[src/rtl/axis_udp_framer_if.sv]
// Valid/ready stream bundle used for both the 32-bit sample input and the 64-bit word output.
interface axis_udp_framer_if #(
  parameter int WIDTH = 32
) ();
  logic [WIDTH-1:0] tdata;
  logic             tvalid;
  logic             tready;

  modport master (output tdata, output tvalid, input tready);
  modport slave  (input tdata, input tvalid, output tready);
endinterface

[src/rtl/axis_udp_framer.sv]
// Packs 32-bit samples into fixed-length 64-bit frames (header + data); a word enters the output register the cycle after its second sample.
// The sample side never stalls: backpressure turns the rest of the frame into zero fill and the loss is flagged in the next header.
module axis_udp_framer #(
  parameter int          FRAME_WORDS = 1024,
  parameter logic [15:0] MAGIC       = 16'h5AFE
) (
  input  logic              aclk,
  input  logic              arst,
  input  logic              enable,
  axis_udp_framer_if.slave  s_axis,
  axis_udp_framer_if.master m_axis,
  output logic [31:0]       frame_cnt,
  output logic [31:0]       drop_cnt
);
  localparam int               IDX_W    = $clog2(FRAME_WORDS);
  localparam logic [IDX_W-1:0] LAST_IDX = IDX_W'(FRAME_WORDS - 1);

  typedef enum logic [1:0] {IDLE, HEAD, DATA, FILL} state_t;

  state_t           state, state_nxt;
  logic [IDX_W-1:0] word_idx, word_idx_nxt;
  logic             half, half_nxt;
  logic [31:0]      low, low_nxt;
  logic [31:0]      seq, seq_nxt;
  logic             ovf, ovf_nxt;
  logic [63:0]      out_dat;
  logic             out_vld;
  logic             out_last;

  logic             slot_free;
  logic             load;
  logic [63:0]      load_dat;
  logic             load_last;
  logic [1:0]       drop_inc;

  assign s_axis.tready = 1'b1;
  assign m_axis.tdata  = out_dat;
  assign m_axis.tvalid = out_vld;

  always_comb begin
    slot_free    = !out_vld || m_axis.tready;
    state_nxt    = state;
    word_idx_nxt = word_idx;
    half_nxt     = half;
    low_nxt      = low;
    seq_nxt      = seq;
    ovf_nxt      = ovf;
    load         = 1'b0;
    load_dat     = '0;
    load_last    = 1'b0;
    drop_inc     = '0;

    case (state)
      IDLE: begin
        if (enable) state_nxt = HEAD;
      end
      HEAD: begin
        drop_inc = {1'b0, s_axis.tvalid};
        if (slot_free) begin
          load         = 1'b1;
          load_dat     = {MAGIC, 15'd0, ovf, seq};
          // a drop in the load cycle lands after the clear and flags the next header
          ovf_nxt      = s_axis.tvalid;
          seq_nxt      = seq + 32'd1;
          word_idx_nxt = IDX_W'(1);
          half_nxt     = 1'b0;
          state_nxt    = DATA;
        end else if (s_axis.tvalid) begin
          ovf_nxt = 1'b1;
        end
      end
      DATA: begin
        if (!enable) begin
          // a lone half-packed sample is lost too, so it is counted with this cycle's sample
          drop_inc  = {1'b0, s_axis.tvalid} + {1'b0, half};
          half_nxt  = 1'b0;
          state_nxt = FILL;
        end else if (s_axis.tvalid) begin
          if (!half) begin
            low_nxt  = s_axis.tdata;
            half_nxt = 1'b1;
          end else begin
            half_nxt = 1'b0;
            if (slot_free) begin
              load      = 1'b1;
              load_dat  = {s_axis.tdata, low};
              load_last = (word_idx == LAST_IDX);
            end else begin
              drop_inc  = 2'd2;
              ovf_nxt   = 1'b1;
              state_nxt = FILL;
            end
          end
        end
      end
      FILL: begin
        drop_inc = {1'b0, s_axis.tvalid};
        if (slot_free) begin
          load      = 1'b1;
          load_dat  = '0;
          load_last = (word_idx == LAST_IDX);
        end
      end
      default: state_nxt = IDLE;
    endcase

    if (load && state != HEAD) begin
      if (load_last) state_nxt = enable ? HEAD : IDLE;
      else           word_idx_nxt = word_idx + IDX_W'(1);
    end
  end

  always_ff @(posedge aclk) begin
    if (arst) begin
      state     <= IDLE;
      word_idx  <= '0;
      half      <= 1'b0;
      low       <= '0;
      seq       <= '0;
      ovf       <= 1'b0;
      out_dat   <= '0;
      out_vld   <= 1'b0;
      out_last  <= 1'b0;
      frame_cnt <= '0;
      drop_cnt  <= '0;
    end else begin
      state    <= state_nxt;
      word_idx <= word_idx_nxt;
      half     <= half_nxt;
      low      <= low_nxt;
      seq      <= seq_nxt;
      ovf      <= ovf_nxt;
      drop_cnt <= drop_cnt + 32'(drop_inc);
      if (out_vld && m_axis.tready && out_last) frame_cnt <= frame_cnt + 32'd1;
      if (load) begin
        out_vld  <= 1'b1;
        out_dat  <= load_dat;
        out_last <= load_last;
      end else if (m_axis.tready) begin
        out_vld <= 1'b0;
      end
    end
  end
endmodule

[src/flat_wrapper.sv]
// flat-port wrapper written by rule: the top's interface ports become plain ports
module axis_udp_framer_flat 
#(
  parameter int          FRAME_WORDS = 1024,
  parameter logic [15:0] MAGIC       = 16'h5AFE
)
  (aclk, arst, enable, frame_cnt, drop_cnt, s_axis_tdata, s_axis_tvalid, s_axis_tready, m_axis_tdata, m_axis_tvalid, m_axis_tready);
  axis_udp_framer_if #(.WIDTH(32)) s_axis_i ();
  axis_udp_framer_if #(.WIDTH(64)) m_axis_i ();
  input  logic aclk;
  input  logic arst;
  input  logic enable;
  output logic [31:0] frame_cnt;
  output logic [31:0] drop_cnt;
  input wire logic [$bits(s_axis_i.tdata)-1:0] s_axis_tdata;
  input wire logic [$bits(s_axis_i.tvalid)-1:0] s_axis_tvalid;
  output wire logic [$bits(s_axis_i.tready)-1:0] s_axis_tready;
  output wire logic [$bits(m_axis_i.tdata)-1:0] m_axis_tdata;
  output wire logic [$bits(m_axis_i.tvalid)-1:0] m_axis_tvalid;
  input wire logic [$bits(m_axis_i.tready)-1:0] m_axis_tready;
  assign s_axis_i.tdata = s_axis_tdata;
  assign s_axis_i.tvalid = s_axis_tvalid;
  assign s_axis_tready = s_axis_i.tready;
  assign m_axis_tdata = m_axis_i.tdata;
  assign m_axis_tvalid = m_axis_i.tvalid;
  assign m_axis_i.tready = m_axis_tready;
  axis_udp_framer #(.FRAME_WORDS(FRAME_WORDS), .MAGIC(MAGIC)) u_core (.aclk(aclk), .arst(arst), .enable(enable), .s_axis(s_axis_i), .m_axis(m_axis_i), .frame_cnt(frame_cnt), .drop_cnt(drop_cnt));
endmodule
[config.mk]
export PLATFORM = sky130hd
export DESIGN_NAME = axis_udp_framer_flat
export DESIGN_NICKNAME = d
export VERILOG_FILES = /design/src/rtl/axis_udp_framer_if.sv /design/src/rtl/axis_udp_framer.sv /design/src/flat_wrapper.sv
export SDC_FILE = /design/constraint.sdc
export NUM_CORES = 1
export LEC_CHECK = 0
export ABC_CLOCK_PERIOD_IN_PS = 2950
export BUFFER_PORTS_ARGS = -buffer_cell sky130_fd_sc_hd__clkbuf_2
export CAP_MARGIN = 20
export CORE_AREA = 3 3 132 134
export DETAILED_ROUTE_END_ITERATION = 10
export DIE_AREA = 0 0 135 137
export GPL_ROUTABILITY_DRIVEN = 1
export PLACE_DENSITY = 0.79
export REMOVE_ABC_BUFFERS = 1
export SLEW_MARGIN = 40
export SYNTH_ARGS = -nofsm -noshare
export SYNTH_HDL_FRONTEND = slang
export SYNTH_SLANG_ARGS = --single-unit
[constraint.sdc]
create_clock -name aclk -period 2.95 [get_ports aclk]
set_clock_uncertainty 0.1 [all_clocks]
set_input_delay 0.59 -clock aclk [delete_from_list [all_inputs] [get_ports aclk]]
set_output_delay 0.59 -clock aclk [all_outputs]
set_load 0.01 [all_outputs]
==> impl_metrics.ini, run 1 <==
[logic_synthesis]
yosysTopAreaCell = dfxtp_1
synth_edf_count = 0
synthesis.area_um2 = 9080
ys_seq_area_share_pct = 45.9
ys_ff_latch = 208
yosys_warnings = 0
yosysUniqueCellTypes = 54
synth_ff_type = dfxtp_1
synthCells = 1050
synth_top_area_share_pct = 45.9
async_reset_ff_share_pct = 0
ys_top_cells_by_area = dfxtp_1, xor2_1, a21oi_1
avgSynthCellArea_um2 = 8.65

[run_status]
outcome = finished clean

[placement]
dp.cells = 1386
place_congestion = 0.825
dp_hpwl_um = 14700
pre_cts_slack_ps = 89.6
numPortBuffers = 165
dpl_cell_area_um2 = 10100

[clocking]
cts_resized = 0
root_buffer = clkbuf_16
tritoncts = yes
post_cts.repair.setup_buffers = 0
cts_buffer_depth = 3
clk_pin_slew_worst_paths_ps = 60
insertion_delay_ps = 500
clkSinkCount = 208
cts_hold_buffers = 0
cts_buffers = 22
h-tree-depth = 1

[sta]
setup_ws_ps = 314
finalSetupViolations = 0
final.setup.tns_ps = 0
slew-limit-headroom_pct = 50.0
final_hold_viol_count = 0
rsz0062_at_grt = false
finalMaxSlewViolations = 0
fmax_mhz = 379
period_share_pct = 89.4
holdWs_ps = 221
worst_pin_slew_ps = 750
fin_crit_ps = 2640

[worst_setup_path]
arrival_ps = 2890
cp_max_fo = 12
r2r-end = u_core.drop_cnt[31]
cp_data_required_time_ps = 3200
crit_path_end_kind = register
worst-r2r-cell-count = 10
worstReg2RegStart = u_core.state[0]
rrSetupSlack_ps = 310
start_kind = register
crit_type = reg -> reg

[flow_run]
max_cap_violations = 0

[power_and_ir_drop]
finalPower_mw = 5.99
leakage_nw = 4.26
cellPowerDensity_nw_per_um2 = 555
vdd_ir_drop_max_v = 0.000400

[global_routing]
grt_pass1_vias = 7544
grt_max_degree = 156
grt_pass1_wl_um = 36800
grt_usage_pct = 23.4
overflow = 0
antenna_found_initial = 0

[hold_path]
hold_class = in -> reg
min_delay_path_depth = 3
min_to = u_core.low[30]
hold_start = s_axis_tdata[30]

[routing]
avgRoutedWirePerCell_um = 15.6
ant_nets = 0
drt_iter0_drc = 448
vias = 8125
wl_um = 22200
drt_first_pass_iters = 5
viasPerCell = 5.70
route.detailed.drc = 0

[layout]
final_area_um2 = 10800
finish.utilization_pct = 65.7
layout-drive-gt1-share_pct = 23.9
nets = 1239
num-fill-cells = 1380
fin_cells = 1425
area_growth_pct = 18.8
n_antenna_cell = 0

[die]
die_y_um = 137
start_util_pct = 55.3
die_w_um = 135
core_area_um2 = 16400
fp-row-count = 47
io_pins = 167
dieArea_um2 = 18500
## layout by cell type, fill, tap and decap left out, types with 7 or more instances in the layout
| cell type | n |
|---|---|
| a21oi_1 | 87 |
| a22oi_1 | 33 |
| a31o_2 | 48 |
| and3_1 | 39 |
| and4_1 | 10 |
| buf_4 | 20 |
| clkbuf_16 | 23 |
| clkbuf_2 | 164 |
| clkinv_2 | 7 |
| dfxtp_1 | 207 |
| ha_1 | 10 |
| inv_1 | 12 |
| nand2_1 | 111 |
| nand3_1 | 35 |
| nand4_1 | 39 |
| nor2_1 | 110 |
| nor2b_1 | 7 |
| nor3_1 | 44 |
| nor3b_1 | 13 |
| o21ai_0 | 25 |
| or3_1 | 20 |
| xnor2_1 | 21 |
| xor2_1 | 53 |
## logic make-up after synthesis
group	share of synthesized area, %
xor gates and xnor gates	7.14
buffers and inverters	3.69
DFF	45.9
and+or+nand+nor	25.8
adders and majority gates	1.74
muxes	0.234
AOI/OAI and AO/OA	15.5
other	0.0413
## registers in the layout (all words and copies together), names as in the netlist
signal	flops
u_core.drop_cnt	32
u_core.frame_cnt	32
u_core.half	1
u_core.low	32
u_core.m_axis.tdata	64
u_core.m_axis.tvalid	1
u_core.out_last	1
u_core.ovf	1
u_core.seq	32
u_core.state	2
u_core.word_idx	10
## critical path, cell delays in order, from the launching register on
cell and delay (ps):
dfxtp_1 430, inv_1 90, ha_1 220, buf_4 170, nor2b_1 160, ha_1 270, a21oi_1 70, nor2_1 550
nand4_1 200, xor2_1 160, nor2_1 50
## metal layers
metal	share of wire (%)	wire, um	track usage, %	vias up
met2	47	10400	38.6	237
li1	-	-	-	4007
met1	45	10000	32.4	3841
met3	6.1	1350	3.90	40
met5	0	0	0	-
met4	1.9	417	5.82	0
## power by group
group	switching, mW	internal, mW
registers	0.0278	2.84
clock network	1.08	1.54
logic	0.358	0.139
total	1.47	4.52
## cells in the mapped netlist (3+ instances only)
library cell / instances
dfxtp_1: 208
nand2_1: 111
nor2_1: 110
a21oi_1: 87
clkbuf_1: 58
xor2_1: 53
a31o_2: 48
nor3_1: 45
and3_1: 39
nand4_1: 39
nand3_1: 35
a22oi_1: 33
o21ai_0: 25
xnor2_1: 21
or3_1: 20
inv_1: 13
nor3b_1: 13
and4_1: 11
ha_1: 11
buf_2: 7
nor2b_1: 7
a31o_1: 6
o211ai_1: 4
a211oi_1: 3
and2_1: 3
buf_1: 3
nor4_1: 3
nor4_4: 3
o311ai_0: 3
## cell type report
class                           instances  area (um^2)  area share (%)
Clock inverter                          9         72.6           0.673
Inverter                               14         52.6           0.487
Timing Repair Buffer                  186         1010            9.37
Sequential cell                       208         4170            38.6
Tap cell                              220          275            2.55
Multi-Input combinational cell        758         4600            42.6
Clock buffer                           30          612            5.67
## worst max-delay path by stage
stage                          from                endpoint  slack [ps]
CTS                     u_core.half     u_core.drop_cnt[14]         220
detailed placement    s_axis_tvalid     u_core.drop_cnt[14]          90
global placement      s_axis_tvalid     u_core.drop_cnt[14]         160
floorplan           u_core.state[1]  u_core.m_axis.tdata[0]        -620
finish              u_core.state[0]     u_core.drop_cnt[31]         310
global route        u_core.state[0]     u_core.drop_cnt[25]         100
(Power assumes the default switching activity.)
==> run 2, diff against run 1 <==
- RECOVER_POWER: default -> 25
==> run 2 against run 1 <==
Net effect:
- die area unchanged
- setup slack better by 0.54 ps
- combinational power about the same
- non-clock buffer count stayed put
- wire length is 0.45% higher
- sequential share of layout area grew 0.37 points
- largest power group unchanged
- cell area fell by 0.94%
- global-route usage did not move
- largest cell class unchanged
==> impl_metrics.ini, run 2 (synthesis gave the netlist of run 1 again) <==
[run_status]
outcome = finished clean

[worst_setup_path]
crit_path_end_kind = register
crit_chain = inv_1, ha_1, buf_4, nor2b_1, ha_1, a21oi_1, nor2_1, nand4_1, xor2_1, nor2_1
cp_data_required_time_ps = 3200
cp_max_fo = 12
crit_family = simple AND/OR/NAND/NOR gates
rrSetupSlack_ps = 310
slowest_stage = nor2_1
start_kind = register
arrival_ps = 2890
critical_path_buf_inv_count = 2
crit_type = reg -> reg
slowest_delay_ps = 540

[clocking]
root_buffer = clkbuf_16
insertion_delay_ps = 500
h-tree-depth = 1
clk_pin_slew_worst_paths_ps = 60
cts_buffers = 22
cts_buffer_depth = 3
tritoncts = yes
clkSinkCount = 208

[layout]
fin_cells = 1425
final_cell_mix = dfxtp_1, nand2_1, nor2_1, clkbuf_2, a21oi_1
num-fill-cells = 1425
nets = 1239
area_growth_pct = 17.7
finish.utilization_pct = 65.1
largest_register_ffs = 64
n_antenna_cell = 0
layout-drive-gt1-share_pct = 17.6
layout_commonest_cell = dfxtp_1

[routing]
viasPerCell = 5.72
drt_first_pass_iters = 5
route.detailed.drc = 0
ant_nets = 0
drt_iter0_drc = 477
avgRoutedWirePerCell_um = 15.7
vias = 8151
wl_um = 22300

[sta]
final_hold_viol_count = 0
holdWs_ps = 224
rsz0062_at_grt = false
worst_pin_slew_ps = 1090
fin_crit_ps = 2640
final.setup.tns_ps = 0
slew-limit-headroom_pct = 27.2
finalSetupViolations = 0
finalMaxSlewViolations = 0
fmax_mhz = 379
period_share_pct = 89.3

[die]
io_pins = 167
die_y_um = 137
core_area_um2 = 16400
dieArea_um2 = 18500
die_w_um = 135
start_util_pct = 55.3
fp-row-count = 47

[hold_path]
hold_class = in -> reg

[flow_run]
max_cap_violations = 0

[global_routing]
antenna_found_initial = 0
grt_pass1_vias = 7544
grt_usage_pct = 23.4
overflow = 0
grt_max_degree = 156
grt_pass1_wl_um = 36800

[power_and_ir_drop]
finalPower_mw = 5.98
cellPowerDensity_nw_per_um2 = 560
vdd_ir_drop_max_v = 0.000395
leakage_nw = 4.00

[placement]
dp_hpwl_um = 14700
numPortBuffers = 165
dp.cells = 1386
place_congestion = 0.825
run 2: worst paths after layout:
path | from | to | cells past startpoint
worst max-delay path | u_core.state[0] | u_core.drop_cnt[31] | 10
worst min-delay path | s_axis_tdata[30] | u_core.low[30] | 3
worst max register to register | u_core.state[0] | u_core.drop_cnt[31] | 10
worst min register to register | u_core.low[27] | u_core.low[27] | 2
run 2: area by class of cell:
class                      count  area [um^2]  share of cell area, %
multi-input combinational    758         4590                   42.9
sequential                   208         4170                   39.0
timing repair buffer         186          917                   8.59
clock buffer                  30          612                   5.73
tap                          220          275                   2.58
clock inverter                 9         72.6                  0.679
inverter                      14         52.6                  0.492
run 2: metal layers:
layer	share of wire [%]	GRT usage [%]	up-vias
li1	-	-	4006
met1	46	32.4	3892
met2	46	38.6	215
met3	5.8	3.90	38
met5	0	0	-
met4	1.9	5.82	0
run 2: where the power goes:
part	internal, mW	switching, mW
registers	2.84	0.0279
logic	0.137	0.357
clock network	1.54	1.08
run 2: worst register-to-register path, cell delays in order, from the launching register on:
cell and delay, ps:
dfxtp_1 440, inv_1 100, ha_1 220, buf_4 170, nor2b_1 160, ha_1 270
a21oi_1 70, nor2_1 540, nand4_1 200, xor2_1 160, nor2_1 50
run 2: repair_timing:
action                                  4_1_cts  5_1_grt
setup buffers                                 0        0
endpoints found under the setup margin        0        1
hold endpoints to repair                      0        0
hold buffers                                  0        0
gates resized for setup                       0        2
run 2: stage by stage:
step | setup slack, ps | instance area (um^2)
floorplan | -622 | 8790
global placement | 157 | 10100
detailed placement | 89.6 | 10100
CTS | 222 | 10800
global route | 95.5 | 10700
finish | 314 | 10700
